<file path="src/rtl/texture_loader.sv">
// Power-up texture loader: burst-reads bird, pipe and base images from SDRAM
// and streams them into the renderer's texture RAMs, cropping base rows to BASE_TEX_W.
module texture_loader #(
  parameter logic [23:0] BIRD_BASE  = 24'h000000,
  parameter int          BIRD_WORDS = 5250,
  parameter logic [23:0] PIPE_BASE  = 24'h002000,
  parameter int          PIPE_WORDS = 4000,
  parameter logic [23:0] BASE_BASE  = 24'h00C000,
  parameter int          BASE_SRC_W = 64,
  parameter int          BASE_TEX_W = 32,
  parameter int          BASE_ROWS  = 150,
  parameter int          BURST_LEN  = 256
) (
  input  logic        bird_load_clk,
  input  logic        rst_n,
  input  logic        i_load_start,
  output logic        o_load_busy,
  output logic        o_load_done,
  output logic        o_rd_req,
  output logic [23:0] o_rd_addr,
  output logic [8:0]  o_rd_len,
  input  logic        i_rd_ack,
  input  logic        i_rd_data_valid,
  input  logic [15:0] i_rd_data,
  output logic [15:0] o_load_data,
  output logic        o_bird_load_en,
  output logic [12:0] o_bird_load_addr,
  output logic        o_pipe_load_en,
  output logic [15:0] o_pipe_load_addr,
  output logic        o_base_load_en,
  output logic [13:0] o_base_load_addr
);
  localparam int BASE_WORDS = BASE_SRC_W * BASE_ROWS;
  localparam int CW = $clog2(BASE_SRC_W) + 1;

  typedef enum logic [2:0] {S_IDLE, S_REQ, S_DATA, S_NEXT, S_DONE} state_t;

  state_t        r_state, w_next;
  logic [1:0]    r_region;
  logic [23:0]   r_wc;
  logic [8:0]    r_bc, r_len;
  logic [CW-1:0] r_col;
  logic [13:0]   r_row;
  logic          r_busy, r_done;
  logic [15:0]   r_load_data;
  logic          r_bird_en, r_pipe_en, r_base_en;
  logic [12:0]   r_bird_addr;
  logic [15:0]   r_pipe_addr;
  logic [13:0]   r_base_addr;

  logic [23:0]   w_words, w_base, w_rem;
  logic [8:0]    w_len;
  logic          w_last_beat, w_region_end;

  function automatic logic [23:0] words_of(input logic [1:0] rg);
    case (rg)
      2'd0:    return 24'(BIRD_WORDS);
      2'd1:    return 24'(PIPE_WORDS);
      default: return 24'(BASE_WORDS);
    endcase
  endfunction

  function automatic logic [23:0] base_of(input logic [1:0] rg);
    case (rg)
      2'd0:    return BIRD_BASE;
      2'd1:    return PIPE_BASE;
      default: return BASE_BASE;
    endcase
  endfunction

  assign w_words      = words_of(r_region);
  assign w_base       = base_of(r_region);
  assign w_rem        = w_words - r_wc;
  assign w_len        = (w_rem > 24'(BURST_LEN)) ? 9'(BURST_LEN) : w_rem[8:0];
  assign w_last_beat  = i_rd_data_valid && (r_bc + 9'd1 == r_len);
  assign w_region_end = (r_wc + 24'd1 == w_words);

  always_ff @(posedge bird_load_clk or negedge rst_n)
    if (!rst_n) r_state <= S_IDLE;
    else        r_state <= w_next;

  always_comb begin
    w_next    = r_state;
    o_rd_req  = 1'b0;
    o_rd_addr = '0;
    o_rd_len  = '0;
    case (r_state)
      S_IDLE, S_DONE:
        if (i_load_start) w_next = (words_of(2'd0) == 24'd0) ? S_NEXT : S_REQ;
      S_REQ: begin
        o_rd_req  = 1'b1;
        o_rd_addr = w_base + r_wc;
        o_rd_len  = w_len;
        if (i_rd_ack) w_next = S_DATA;
      end
      S_DATA:
        if (w_last_beat) w_next = w_region_end ? S_NEXT : S_REQ;
      S_NEXT:
        // empty regions fall through NEXT again without touching SDRAM
        if (r_region == 2'd2)                          w_next = S_DONE;
        else if (words_of(r_region + 2'd1) == 24'd0)   w_next = S_NEXT;
        else                                           w_next = S_REQ;
      default: w_next = S_IDLE;
    endcase
  end

  always_ff @(posedge bird_load_clk or negedge rst_n)
    if (!rst_n) begin
      r_region    <= '0;
      r_wc        <= '0;
      r_bc        <= '0;
      r_len       <= '0;
      r_col       <= '0;
      r_row       <= '0;
      r_busy      <= 1'b0;
      r_done      <= 1'b0;
      r_load_data <= '0;
      r_bird_en   <= 1'b0;
      r_pipe_en   <= 1'b0;
      r_base_en   <= 1'b0;
      r_bird_addr <= '0;
      r_pipe_addr <= '0;
      r_base_addr <= '0;
    end else begin
      r_bird_en <= 1'b0;
      r_pipe_en <= 1'b0;
      r_base_en <= 1'b0;
      case (r_state)
        S_IDLE, S_DONE:
          if (i_load_start) begin
            r_region <= '0;
            r_wc     <= '0;
            r_col    <= '0;
            r_row    <= '0;
            r_done   <= 1'b0;
            r_busy   <= 1'b1;
          end
        S_REQ:
          if (i_rd_ack) begin
            r_bc  <= '0;
            r_len <= w_len;
          end
        S_DATA:
          if (i_rd_data_valid) begin
            r_wc        <= r_wc + 24'd1;
            r_bc        <= r_bc + 9'd1;
            r_load_data <= i_rd_data;
            case (r_region)
              2'd0: begin r_bird_en <= 1'b1; r_bird_addr <= r_wc[12:0]; end
              2'd1: begin r_pipe_en <= 1'b1; r_pipe_addr <= r_wc[15:0]; end
              default: begin
                if (r_col < CW'(BASE_TEX_W)) begin
                  r_base_en   <= 1'b1;
                  r_base_addr <= 14'(r_row * 14'(BASE_TEX_W)) + 14'(r_col);
                end
                if (r_col == CW'(BASE_SRC_W - 1)) begin
                  r_col <= '0;
                  r_row <= r_row + 14'd1;
                end else begin
                  r_col <= r_col + CW'(1);
                end
              end
            endcase
          end
        S_NEXT: begin
          r_region <= r_region + 2'd1;
          r_wc     <= '0;
          r_col    <= '0;
          r_row    <= '0;
          if (r_region == 2'd2) begin
            r_done <= 1'b1;
            r_busy <= 1'b0;
          end
        end
        default: ;
      endcase
    end

  assign o_load_busy      = r_busy;
  assign o_load_done      = r_done;
  assign o_load_data      = r_load_data;
  assign o_bird_load_en   = r_bird_en;
  assign o_bird_load_addr = r_bird_addr;
  assign o_pipe_load_en   = r_pipe_en;
  assign o_pipe_load_addr = r_pipe_addr;
  assign o_base_load_en   = r_base_en;
  assign o_base_load_addr = r_base_addr;
endmodule

</file>
<file path="config.mk">
export PLATFORM = sky130hd
export DESIGN_NAME = texture_loader
export DESIGN_NICKNAME = d
export VERILOG_FILES = /design/src/rtl/texture_loader.sv
export SDC_FILE = /design/constraint.sdc
export NUM_CORES = 1
export LEC_CHECK = 0
export ABC_AREA = 0
export CELL_PAD_IN_SITES_DETAIL_PLACEMENT = 0
export CELL_PAD_IN_SITES_GLOBAL_PLACEMENT = 1
export CORE_MARGIN = 2
export CORE_UTILIZATION = 52
export CTS_CLUSTER_DIAMETER = 200
export DETAILED_ROUTE_END_ITERATION = 7
export DONT_BUFFER_PORTS = 1
export PLACE_DENSITY_LB_ADDON = 0.1
export SYNTH_ARGS = -nofsm -noshare
export SYNTH_HDL_FRONTEND = slang
export SYNTH_SLANG_ARGS = --single-unit
</file>
<file path="constraint.sdc">
create_clock -name bird_load_clk -period 5.88 [get_ports bird_load_clk]
set_input_delay 0.294 -clock bird_load_clk [delete_from_list [all_inputs] [get_ports bird_load_clk]]
set_output_delay 0.294 -clock bird_load_clk [all_outputs]
set_load 0.03 [all_outputs]
</file>
Word-level counts from Yosys, hierarchy flattened:

Cells that the tools add are included.

* add/subtract/negate cells: 8
* order comparisons: 2
* eq/ne operators: 17
* multiplexer cells: 50
* bitwise gates (word level): 1
* reduce and logical (&&, ||, !) cells: 22

Operators by type and width (count)
* $mux W24: 5
* $pmux W24 S3: 1
* $mux W14: 4
* $pmux W14 S2: 2
* $pmux W14 S3: 1
* $mux W9: 4
* $pmux W16 S2: 1
* $mux W7: 4
* $add A24 B1 Y24 const B: 1
* $add A24 B24 Y24: 1
* $eq A24 B24 Y1: 1
* $gt A24 B9 Y1 const B: 1
* $logic_not A24 Y1: 1
* $sub A24 B24 Y24: 1
* $pmux W7 S3: 1
* $pmux W9 S2: 1
* $reduce_and A3 Y1: 6
* $mux W1: 15
* $add A14 B1 Y14 const B: 1
* $add A14 B7 Y14: 1
* $ne A2 B2 Y1 const B: 7
* $mux W3: 4
* $pmux W3 S4: 1
* $add A9 B1 Y9 const B: 1
* 23 further kinds: 34

* register bits after elaboration: 132
* input bits: 21
* output and inout bits: 98
* logic and storage cells: 116

Longest topological paths before layout:

* word-level depth: 9
* depth in mapped cells: 15
* mapped depth without buffers: 13

Worst setup path after synthesis:

No wires, ideal clock.

* path kind: reg2out
* from: reg r_region[1]
* to: out o_rd_len[0]
* arrival: 4110 ps
* required time: 5586 ps
* path slack: 1476 ps
* stages on the path, launching flop included: 15
* buffers on the path: 2
* cell sequence: dfrtp_1 > inv_1 > ha_1 > buf_2 > or2_2 > inv_1 > ha_1 > nor2b_1 > or4b_4 > o21a_1 > a2111o_1 > a211oi_2 > nand4_2 > buf_6 > nor3_1

* longest elaborated chain between the ends: 6
* elaborated cells between the ends (all ways): 7
* classes of those cells: add/sub: 1; order compare: 1; eq/ne: 1; mux: 3; reduce/logical: 1

Ends and longest elaborated chain
* start: declaration: RTL line 39 `logic [1:0] r_region;`
* start signal: assignment: RTL line 166 `r_region <= r_region + 2'd1;`
* $eq A2 B1 Y1 / $logic_not A2 Y1 (equally long branches): RTL line 56 `case (rg)`
* $pmux W14 S2 (*): RTL line 56
* $sub A24 B24 Y24 (*): RTL line 73 `assign w_rem = w_words - r_wc;`
* $gt A24 B9 Y1 (*): RTL line 74 `assign w_len = (w_rem > 24'(BURST_LEN)) ? 9'(BURST_LEN) : w_rem[8:0];`
* $mux W9 (*): RTL line 74
* $mux W9 (*): RTL line 87 `case (r_state)`
* end: declaration: RTL line 21 `output logic [8:0] o_rd_len,`

Mark *: on every way between the ends. The rest lies on a longest branch, timed or not.

Final worst setup path:

* from: reg r_region[1]
* to: out o_rd_len[2]

* longest elaborated chain between the ends: 6
* elaborated cells between the ends (all ways): 7
* classes of those cells: add/sub: 1; order compare: 1; eq/ne: 1; mux: 3; reduce/logical: 1

Ends and longest elaborated chain (RTL line)
* $eq A2 B1 Y1 / $logic_not A2 Y1 (equally long branches): 56
* $pmux W14 S2 (*): 56
* $sub A24 B24 Y24 (*): 73
* $gt A24 B9 Y1: 74
* $mux W9 (*): 74
* $mux W9 (*): 87

Marked as above.

==> results by stage <==
Clock network:
- The number of buffers on the longest clock path is 2.
- For this design, the sink count on the clock tree is 127.
- Once the clock tree was built, the setup fixing pass inserted 0 buffers.
- TritonCTS created 17 clock buffers.
- The clock-pin slew of the registers on the worst-case setup and hold paths is 0.06 ns.
- The clock root buffer master is clkbuf_16.
- The H-tree was split into 4 levels.
- TritonCTS built the clock tree.
- The source-to-sink clock delay at the later pin of the worst-skew pair is 0.42 ns.

Route:
- The final routed DRC violation total is 0.
- The number of vias per cell after detailed routing is 5.93.
- Dividing the detail-routed wire length by the instance count gives 18.1 um.
- The total number of vias is 6515.
- The count of antenna-violating nets left after detailed routing is 0.
- In this run, the number of DRC markers left after iteration 0 of detailed routing was 501.
- The pre-antenna-repair detailed-routing pass consisted of 5 iterations.
- The total length of routed wires is 19800 um.

Timing:
- After layout, the worst path uses 90.6% of the clock period.
- Setup repair after global routing left no endpoint under its margin.
- The final clock skew is 0.0114 ns.
- The worst path in the final design needs a cycle of 5.33 ns, including I/O delays and setup.
- Summed over all failing endpoints, the final setup total negative slack is 0 ns.
- The number of failing setup endpoints in the final timing report is 0.
- The worst-margin pin slew is 1.04 ns.
- Based on the critical path, the design can be clocked at up to 0.188 GHz.
- The number of pins exceeding their max-slew limit in the final report was 0.
- The worst-case headroom to the max-slew limit is 29.8%.
- The final number of hold-violating endpoints is 0.

Layout:
- Of the cells placed in the final design, the portion with a size suffix greater than 1 is 9.18%.
- The number of inserted diodes is 0.
- The count of filler cells inserted in the layout is 1263.
- The layout net count is 942.
- The growth of design area from synthesis to finish is 10.7%.
- The end-of-flow core utilization is 58.9%.

Floorplan:
- The floorplan step defined a core boundary enclosing 14500 um^2.
- The starting utilization of the core area is 53.2%.
- The number of top-level pins is 119.
- In this run the core area contains 44 standard-cell rows.
- The area of the die is 15900 um^2.
- From left edge to right edge, the die measures 126 um.
- The die span in y is 126 um.

Yosys:
- The netlist uses 66 different library cells.
- The fraction of post-synthesis cell area in the top cell type by area is 41.1%.
- When the netlist entered floorplanning its net count stood at 955.
- After synthesis the cells add up to 7730 um^2.
- The total of flip-flops plus latches after synthesis is 127.
- Yosys attributes the largest share of cell area to dfrtp_1 41%, nand2_1 7.6%, o21ai_0 6.0%.
- The synthesized area per cell is 8.45 um^2.
- The synthesized design spends more area on one cell type than any other, namely dfrtp_1.
- Yosys printed 0 warnings.
- The sequential share of the synthesized area is 41.1%.
- The cell count after synthesis is 915.
- The share of flip-flops with an asynchronous set or reset is 100%.
- Among all flip-flop cells after synthesis, the most frequent one is dfrtp_1.
- The number of synthesized flops with an enable pin is 0.

GRT:
- The sum of overflow across all layers after global routing is 0.
- The via count of the first global-routing pass was 6463.
- Entering global routing, the biggest net connects 128 pins.
- The first global-routing pass estimated 33100 um of wire.
- For this run, the total global-route usage over all layers was measured as 26.0%.
- The initial antenna violation count came to 0.

Setup path:
- At the worst endpoint, the arrival time is 5.03 ns.
- The endpoint kind of the worst setup timing path is an output pin.
- The critical path class is register to output pin.
- For the worst setup path, the data required time is 5.59 ns.
- In this run the worst path has a maximum fanout of 16.
- The sort of element at the start of the critical path is a register.

Pwr:
- The power per unit of standard cell area is 401 nW/um^2.
- The leakage power total is 3.85 nW.
- The worst vdd rail ir drop is 0.263 mV.

Place:
- In this run the tool buffered the top-level ports with 0 buffer cells.
- The final weighted congestion of routability-driven global placement is 0.866.
- Summed over all nets, the half-perimeter wirelength after detailed placement is 13600 um.

Run status:
- The flow ran to the end, and the final reports show no timing, DRC or antenna violations.

Flow run:
- The max capacitance violation total is 0.

Worst hold path:
- The min-delay analysis places its worst path in the category input port to register.
-- per-layer routing --
metal  routed length, um  share of wire, %  GRT usage [%]  vias up
li1                    -                 -              -     3163
met1                8980                45           34.3     3156
met2                9400                47           42.6      167
met3                 990               5.0           5.48       29
met4                 465               2.3           9.11        0
met5                   0                 0              0        -
-- cells by family after synthesis --
group / Yosys count / share of synthesized area, %
flip-flops: 127 / 41.1
XOR/XNOR: 61 / 7.01
multiplexers: 23 / 3.33
AO/OA/AOI/OAI: 209 / 16.6
buffers and inverters: 84 / 4.24
AND/OR/NAND/NOR: 392 / 24.5
adder cells (fa/ha/maj): 19 / 3.27
-- synth_stat cells, types with 22 or more instances --
master    instances
nand2_1         156
dfrtp_1         127
o21ai_0          92
nor2_1           69
clkbuf_1         51
a21oi_1          36
xnor2_1          36
inv_1            25
xor2_1           24
nand3_1          23
mux2_2           22
-- area by class of cell --
| cell class | instances | area (um^2) | share of cell area, % |
|---|---|---|---|
| timing repair buffer | 27 | 268 | 3.13 |
| inverter | 25 | 93.8 | 1.10 |
| multi-input combinational | 704 | 4230 | 49.4 |
| tap | 184 | 230 | 2.69 |
| clock inverter | 15 | 138 | 1.61 |
| sequential | 127 | 3180 | 37.1 |
| clock buffer | 17 | 425 | 4.97 |
-- critical path: stages (launching register included) --
cell and delay, ns:
dfrtp_1 0.40, inv_1 0.14, ha_1 0.58, or2_2 0.29
inv_1 0.11, ha_1 0.39, nor2b_1 0.24, or4b_4 0.53
o21a_1 0.21, a2111o_1 0.38, a211oi_2 0.27, nand4_2 0.44
nor3_2 0.63
-- power by group --
group,switching [W],internal (W)
logic,0.000804,0.000401
registers,0.000256,0.000979
clock network,0.000407,0.000584
total,0.00147,0.00196
-- cells in the final DEF (no fill, tap or decap), types with 14 or more instances in the layout --
cell type / netlist / final
and2_1: 16 / 16
dlygate4sd3_1: 0 / 18
ha_1: 17 / 17
inv_1: 25 / 25
nand2_1: 156 / 155
xor2_1: 24 / 24
mux2_2: 22 / 22
or3_1: 17 / 17
nor3_1: 19 / 19
dfrtp_1: 127 / 127
clkbuf_16: 0 / 17
o21ai_0: 92 / 92
o31ai_1: 17 / 17
nand4_1: 15 / 15
nand3_1: 23 / 23
nand2b_1: 14 / 14
xnor2_1: 36 / 36
a21oi_1: 36 / 36
nor2_1: 69 / 69
and3_1: 19 / 19
-- registers in the layout (all words and copies together) (netlist names) --
signal and cells:
r_wc 24, o_load_data 16, o_pipe_load_addr 16, o_base_load_addr 14
o_bird_load_addr 13, r_bc 9, r_len 9, r_row 9
r_col 7, r_state 3, r_region 2, o_base_load_en 1
o_bird_load_en 1, o_load_busy 1, o_load_done 1, o_pipe_load_en 1
-- worst paths after layout --
| check | depth (start not counted) | startpoint | slack (ns) | endpoint |
|---|---|---|---|---|
| setup / recovery | 12 | r_region[1] | 0.55 | o_rd_len[2] |
| hold / removal | 4 | i_rd_ack | 0.20 | r_len[8] |
| setup reg to reg | 12 | r_region[1] | 1.40 | r_len[2] |
| hold reg to reg | 2 | r_len[1] | 0.50 | r_len[1] |
| max in group asynchronous | 2 | rst_n | 4.88 | o_base_load_addr[10] |
| min in group asynchronous | 2 | rst_n | 0.48 | o_load_data[5] |
-- stage by stage --
| step | total power, W | cell area, um^2 | std cells | hold slack, ns | setup WS (ns) |
|---|---|---|---|---|---|
| after floorplan | 0.00212 | 7730 | 915 | -0.00159 | 1.48 |
| after global placement | 0.00239 | 7790 | 1048 | 0.000958 | 1.16 |
| after detailed placement | 0.00242 | 7790 | 1048 | 0.00149 | 1.04 |
| after CTS | 0.00345 | 8560 | 1099 | 0.184 | 0.560 |
| after global routing | 0.00364 | 8560 | 1099 | 0.230 | 0.248 |
| final | 0.00343 | 8560 | 1099 | 0.203 | 0.555 |
-- repair_timing --
action | CTS | global route
hold buffers | 19 | 0
gates resized for setup | 0 | 0
hold endpoints to repair | 144 | 0
(Power assumes the default switching activity.)
